**src/rtl/axi4l_mmio_periph.sv**
```systemverilog
// AXI4-Lite MMIO slave: console byte FIFO with a valid/ready output stream,
// a sticky test-pass flag, an unmapped-access error flag and a programmable
// periodic timer interrupt. Read and write channels are fully independent.
module axi4l_mmio_periph #(
    parameter int          CON_DEPTH  = 16,
    parameter int          TIMER_IRQ  = 3,
    parameter logic [31:0] PASS_MAGIC = 32'd123456789
) (
    input  logic        clk,
    input  logic        resetn,
    input  logic        s_awvalid,
    output logic        s_awready,
    input  logic [31:0] s_awaddr,
    input  logic        s_wvalid,
    output logic        s_wready,
    input  logic [31:0] s_wdata,
    input  logic [3:0]  s_wstrb,
    output logic        s_bvalid,
    input  logic        s_bready,
    input  logic        s_arvalid,
    output logic        s_arready,
    input  logic [31:0] s_araddr,
    output logic        s_rvalid,
    input  logic        s_rready,
    output logic [31:0] s_rdata,
    output logic        con_valid,
    input  logic        con_ready,
    output logic [7:0]  con_data,
    output logic [31:0] irq,
    output logic        tests_passed,
    output logic        err
);

    localparam int PTR_W = (CON_DEPTH > 1) ? $clog2(CON_DEPTH) : 1;
    localparam int CNT_W = PTR_W + 1;
    localparam logic [CNT_W-1:0] FULL_CNT = CNT_W'(CON_DEPTH);

    localparam logic [31:0] ADDR_CON     = 32'h1000_0000;
    localparam logic [31:0] ADDR_PASS    = 32'h2000_0000;
    localparam logic [31:0] ADDR_PERIOD  = 32'h3000_0000;
    localparam logic [31:0] ADDR_PENDING = 32'h3000_0004;

    // write channel state
    logic        aw_lat_q, aw_lat_d;
    logic        w_lat_q, w_lat_d;
    logic [31:0] awaddr_q, awaddr_d;
    logic [31:0] wdata_q, wdata_d;
    logic [3:0]  wstrb_q, wstrb_d;
    logic        bvalid_q, bvalid_d;

    // read channel state
    logic        rvalid_q, rvalid_d;
    logic [31:0] rdata_q, rdata_d;

    // console FIFO
    logic [7:0]       mem_q [CON_DEPTH];
    logic [PTR_W-1:0] wr_ptr_q, wr_ptr_d;
    logic [PTR_W-1:0] rd_ptr_q, rd_ptr_d;
    logic [CNT_W-1:0] fill_q, fill_d;

    // flags and timer
    logic        tests_passed_q, tests_passed_d;
    logic        err_q, err_d;
    logic [31:0] period_q, period_d;
    logic [31:0] count_q, count_d;
    logic        pending_q, pending_d;

    logic wr_push_req, fifo_full, wr_exec, push, pop, tick;

    assign s_awready    = !aw_lat_q;
    assign s_wready     = !w_lat_q;
    assign s_bvalid     = bvalid_q;
    assign s_arready    = !rvalid_q;
    assign s_rvalid     = rvalid_q;
    assign s_rdata      = rdata_q;
    assign con_valid    = (fill_q != '0);
    assign con_data     = mem_q[rd_ptr_q];
    assign tests_passed = tests_passed_q;
    assign err          = err_q;

    // A console push stalls on a full FIFO; a pop in the same cycle does not
    // make room until the next cycle, which keeps the full check registered.
    assign wr_push_req = (awaddr_q == ADDR_CON) && wstrb_q[0];
    assign fifo_full   = (fill_q == FULL_CNT);
    assign wr_exec     = aw_lat_q && w_lat_q && !bvalid_q && !(wr_push_req && fifo_full);
    assign push        = wr_exec && wr_push_req;
    assign pop         = con_valid && con_ready;
    assign tick        = (period_q != '0) && (count_q <= 32'd1);

    // only the timer line is ever driven
    always_comb begin
        irq            = '0;
        irq[TIMER_IRQ] = pending_q;
    end

    // write channel: independent AW/W latches, response held until bready
    always_comb begin
        aw_lat_d = aw_lat_q;
        w_lat_d  = w_lat_q;
        awaddr_d = awaddr_q;
        wdata_d  = wdata_q;
        wstrb_d  = wstrb_q;
        bvalid_d = bvalid_q;
        if (s_awvalid && !aw_lat_q) begin
            aw_lat_d = 1'b1;
            awaddr_d = s_awaddr;
        end
        if (s_wvalid && !w_lat_q) begin
            w_lat_d = 1'b1;
            wdata_d = s_wdata;
            wstrb_d = s_wstrb;
        end
        if (wr_exec) bvalid_d = 1'b1;
        if (bvalid_q && s_bready) begin
            bvalid_d = 1'b0;
            aw_lat_d = 1'b0;
            w_lat_d  = 1'b0;
        end
    end

    // console FIFO pointers and fill count
    always_comb begin
        wr_ptr_d = wr_ptr_q;
        rd_ptr_d = rd_ptr_q;
        fill_d   = fill_q;
        if (push) wr_ptr_d = wr_ptr_q + PTR_W'(1);
        if (pop)  rd_ptr_d = rd_ptr_q + PTR_W'(1);
        if (push && !pop)      fill_d = fill_q + CNT_W'(1);
        else if (pop && !push) fill_d = fill_q - CNT_W'(1);
    end

    // register side effects of writes, timer countdown and the read response
    always_comb begin
        tests_passed_d = tests_passed_q;
        err_d          = err_q;
        period_d       = period_q;
        count_d        = count_q;
        pending_d      = pending_q;
        rvalid_d       = rvalid_q;
        rdata_d        = rdata_q;

        if (period_q != '0) count_d = (count_q <= 32'd1) ? period_q : count_q - 32'd1;

        if (wr_exec) begin
            case (awaddr_q)
                ADDR_CON: ;
                ADDR_PASS:
                    if (wdata_q == PASS_MAGIC && wstrb_q == 4'hF) tests_passed_d = 1'b1;
                ADDR_PERIOD: begin
                    for (int i = 0; i < 4; i++)
                        if (wstrb_q[i]) period_d[8*i +: 8] = wdata_q[8*i +: 8];
                    count_d = period_d;
                end
                ADDR_PENDING:
                    if (wdata_q[0] && wstrb_q[0]) pending_d = 1'b0;
                default: err_d = 1'b1;
            endcase
        end
        // timer expiry overrides a coincident W1C
        if (tick) pending_d = 1'b1;

        if (s_arvalid && !rvalid_q) begin
            rvalid_d = 1'b1;
            case (s_araddr)
                ADDR_CON:     rdata_d = {{(32-CNT_W){1'b0}}, fill_q};
                ADDR_PASS:    rdata_d = {31'b0, tests_passed_q};
                ADDR_PERIOD:  rdata_d = period_q;
                ADDR_PENDING: rdata_d = {31'b0, pending_q};
                default: begin
                    rdata_d = '0;
                    err_d   = 1'b1;
                end
            endcase
        end
        if (rvalid_q && s_rready) rvalid_d = 1'b0;
    end

    // state registers, synchronous active-low reset
    always_ff @(posedge clk) begin
        if (!resetn) begin
            aw_lat_q       <= 1'b0;
            w_lat_q        <= 1'b0;
            awaddr_q       <= '0;
            wdata_q        <= '0;
            wstrb_q        <= '0;
            bvalid_q       <= 1'b0;
            rvalid_q       <= 1'b0;
            rdata_q        <= '0;
            wr_ptr_q       <= '0;
            rd_ptr_q       <= '0;
            fill_q         <= '0;
            tests_passed_q <= 1'b0;
            err_q          <= 1'b0;
            period_q       <= '0;
            count_q        <= '0;
            pending_q      <= 1'b0;
        end else begin
            aw_lat_q       <= aw_lat_d;
            w_lat_q        <= w_lat_d;
            awaddr_q       <= awaddr_d;
            wdata_q        <= wdata_d;
            wstrb_q        <= wstrb_d;
            bvalid_q       <= bvalid_d;
            rvalid_q       <= rvalid_d;
            rdata_q        <= rdata_d;
            wr_ptr_q       <= wr_ptr_d;
            rd_ptr_q       <= rd_ptr_d;
            fill_q         <= fill_d;
            tests_passed_q <= tests_passed_d;
            err_q          <= err_d;
            period_q       <= period_d;
            count_q        <= count_d;
            pending_q      <= pending_d;
        end
    end

    // FIFO storage; contents are only meaningful between the pointers
    always_ff @(posedge clk) begin
        if (push) mem_q[wr_ptr_q] <= wdata_q[7:0];
    end

endmodule
```
**config.mk**
```make
export PLATFORM = sky130hd
export DESIGN_NAME = axi4l_mmio_periph
export DESIGN_NICKNAME = d
export VERILOG_FILES = /design/src/rtl/axi4l_mmio_periph.sv
export SDC_FILE = /design/constraint.sdc
export NUM_CORES = 1
export LEC_CHECK = 0
export CAP_MARGIN = 0
export CORE_AREA = 2 2 222 246
export DETAILED_ROUTE_END_ITERATION = 6
export DIE_AREA = 0 0 224 248
export DONT_BUFFER_PORTS = 1
export GPL_TIMING_DRIVEN = 1
export PLACE_DENSITY_LB_ADDON = 0.05
export SLEW_MARGIN = 10
export SYNTH_ARGS = -nofsm -noshare
export SYNTH_HDL_FRONTEND = slang
export SYNTH_SLANG_ARGS = --single-unit
```
**constraint.sdc**
```tcl
create_clock -name clk -period 4.2 [get_ports clk]
set_input_delay 0.84 -clock clk [delete_from_list [all_inputs] [get_ports clk]]
set_output_delay 0.84 -clock clk [all_outputs]
set_load 0.1 [all_outputs]
```
==> impl_summary.txt <==
----------------------------------------------------
[Global route]
  Overall routing resource usage ... 0.1519
  Via count of the first global-routing pass ... 9877
  Wire length of the first global-routing pass ... 63540 um
  Remaining Overflow, GRT ... 0
  Antenna violations before repair ... 0
  Maximum number of pins on one net before global-route repair ... 186

[Routing]
  Top Layer Used ... met4
  Post-detailed-route count of antenna-violating nets ... 0
  DRC violation total after the first TritonRoute iteration ... 531
  Routed met3 length ... 1678 um
  Total iterations of the first detailed-routing run ... 5
  Number of design rule violations left after detail routing ... 0
  Met2 WL post-DR ... 20990 um
  M1 WL ... 18020 um
  Vias per inst ... 4.841
  Total wire length after detailed routing ... 42000 um
  WL per Instance ... 20.78 um
  Vias ... 9783

[Placed design]
  Count of buffers from port buffering ... 0
  Weighted congestion at the end of routability-driven global placement ... 0.7457
  Detailed placement HPWL ... 27910 um

[Worst setup path]
  Setup crit start kind ... flop
  Capturing element type of the critical path ... output pin
  Critical path class ... reg -> out
  Highest net fanout along the worst path ... 22
  Req. time, crit path ... 3.36 ns
  Data arrival time of the critical path ... 2.80 ns

[STA]
  F_max ... 274.4 MHz
  Total Negative Setup Slacks ... 0 ns
  Min Clock Period, post-route ... 3.644 ns
  Least-Margin Pin Slew ... 1.124 ns
  Clock skew after layout ... 0.01605 ns
  Max-slew violation count ... 0
  Setup repair after global routing missed its margin ... false
  Min Hold Slack ... 0.4005 ns
  Final-report hold violation count ... 0
  Slew Limit Headroom ... 0.2436
  Final Cycle Share ... 0.8677
  Final setup violation count ... 0

[Finish]
  Final layout net count ... 1433
  Multi-input combinational cell area ... 6007 um2
  Layout fillers ... 5429
  Layout cell share with drive strength beyond 1 ... 0.1255
  Flip-flop and latch area ... 7609 um2
  Count of antenna diodes in the layout ... 0
  Area growth from synthesis to final layout ... 13.55%

[Clock tree]
  Worst-case clock buffer depth ... 3
  Post CTS Setup Buffer Count ... 0
  CTS tree ... yes
  CTS Buf Count ... 40
  H-Tree Level Count ... 2
  Clk_lat worst skew ... 0.55 ns
  Buffer type at the clock tree root ... clkbuf_16
  Clock-pin slew on the worst setup and hold paths ... 0.06 ns
  CTS resizes ... 0
  Clock sinks ... 316
  Number of buffers inserted for hold repair after clock tree synthesis ... 0

[Worst hold path]
  Type of the tightest min-delay check ... in -> reg

[Floorplan]
  IO Pins ... 188
  Vert. Die Dim ... 248 um
  Std-Cell Core Area ... 53120 um2
  Die span in x ... 224 um
  Effective utilization at floorplan ... 0.2669
  Number of rows in the core area ... 89
  Die area ... 55550 um2

[Logic synthesis]
  Biggest area consumer among synthesized cells ... edfxtp_1
  Combined area of all synthesized cells ... 14180 um2
  Mapped Avg Cell Area ... 10.73 um2
  Asr flop ratio synth ... 0
  Most common cell in the synthesized netlist ... nand2_1
  Commonest cells post-synth ... 246 x nand2_1, 188 x dfxtp_1, 128 x edfxtp_1
  Post-synthesis cell type count ... 71
  Top cells by area in the synthesized netlist ... edfxtp_1 27%, dfxtp_1 27%, nand2_1 6.5%, mux4_2 6.4%, a21boi_0 5.7%
  Commonest register cell after synthesis ... dfxtp_1
  Fraction of post-synthesis cell area in the top cell type by area ... 0.2711
  Yosys synthesis warning count ... 0
  Sequential-to-total area share from yosys stat ... 0.5365
  Number of standard cells after synthesis ... 1321
  Seq cells post-synth ... 316
  EDFF count, synth ... 128

[Outcome]
  Outcome ... finished, final reports clean

[Power]
  Static Leak ... 0.005259 uW
  Power per standard cell area ... 479.4 nW/um2
  Worst VDD drop ... 0.2287 mV

[Job]
  Number of violations of the max-capacitance limit ... 0

----------------------------------------------------
## final timing paths
path | start | endpoint | slack [ns] | depth (start not counted)
max | flop | con_data[6] | 0.56 | 3
min | s_awvalid | aw_lat_q | 0.40 | 1
max reg2reg | awaddr_q[13] | fill_q[4] | 0.86 | 14
min reg2reg | awaddr_q[15] | awaddr_q[15] | 0.46 | 2
## state kept, by name, summed over array words and instances, names as in the netlist, named ones only
register,cells
s_rdata,32
count_q,32
fill_q,5
wdata_q,32
s_bvalid,1
aw_lat_q,1
mem_q,128
err,1
s_rvalid,1
rd_ptr_q,4
period_q,32
w_lat_q,1
tests_passed,1
awaddr_q,32
wstrb_q,4
pending_q,1
wr_ptr_q,4
## through the flow
stage	instances	instance area [um2]	worst slack [ns]	power, uW	utilization
after floorplan	1351	14290	0.7645	4262	-
after global placement	1953	14830	0.8261	4434	0.2792
after detailed placement	1953	14830	0.7814	4435	0.2792
after CTS	2021	16100	0.4505	7888	0.3031
after global routing	2021	16100	0.3996	8046	0.3031
final	2021	16100	0.5557	7718	0.3031
## layout by cell type, fill, tap and decap left out, drive strengths merged, types with 25 or more instances in the layout
cell	count
dfxtp	188
o21ai	45
nor2	44
edfxtp	128
a21boi	107
mux4	40
nand2	246
conb	31
clkbuf	52
a22oi	34
nor4	33
inv	25
nor2b	39
nor3	28
buf	34
## critical path, cell delays in order, from the launching register on
cell     delay, ns
dfxtp_2       0.60
buf_12        0.28
mux4_2        0.58
mux4_2        0.77
## kinds of logic (layout without fill, tap and decap cells)
logic type | Yosys count | in the layout | synth area share
AND/OR/NAND/NOR | 478 | 478 | 0.1630
adder cells (fa/ha/maj) | 12 | 12 | 0.01112
other | 1 | 31 | 0.0002645
AO/OA/AOI/OAI | 289 | 289 | 0.1437
flip-flops | 316 | 316 | 0.5365
multiplexers | 79 | 79 | 0.09266
XOR/XNOR | 7 | 7 | 0.004324
buffers and inverters | 139 | 127 | 0.04845
## final cells by class
type                            instances  area share
Multi-Input combinational cell        896      0.3731
Timing Repair Buffer                   34     0.01663
Sequential cell                       316      0.4726
Tap cell                              682     0.05300
Clock buffer                           52     0.06878
Clock inverter                         16     0.01003
Inverter                               25    0.005829
## per-layer routing
metal / vias to the layer above / track usage
met4: 0 / 0.05392
met5: - / 0
met2: 167 / 0.2645
met1: 4786 / 0.1853
met3: 64 / 0.03267
li1: 4766 / -
## power breakdown
| part | switching [uW] | internal, uW | leakage, uW |
|---|---|---|---|
| Combinational | 644 | 326 | 0.00201 |
| Sequential | 115 | 3260 | 0.00264 |
| Clock | 1350 | 2030 | 0.000613 |
| Total | 2100 | 5610 | 0.00526 |
Power figures use the tool's default switching activity.
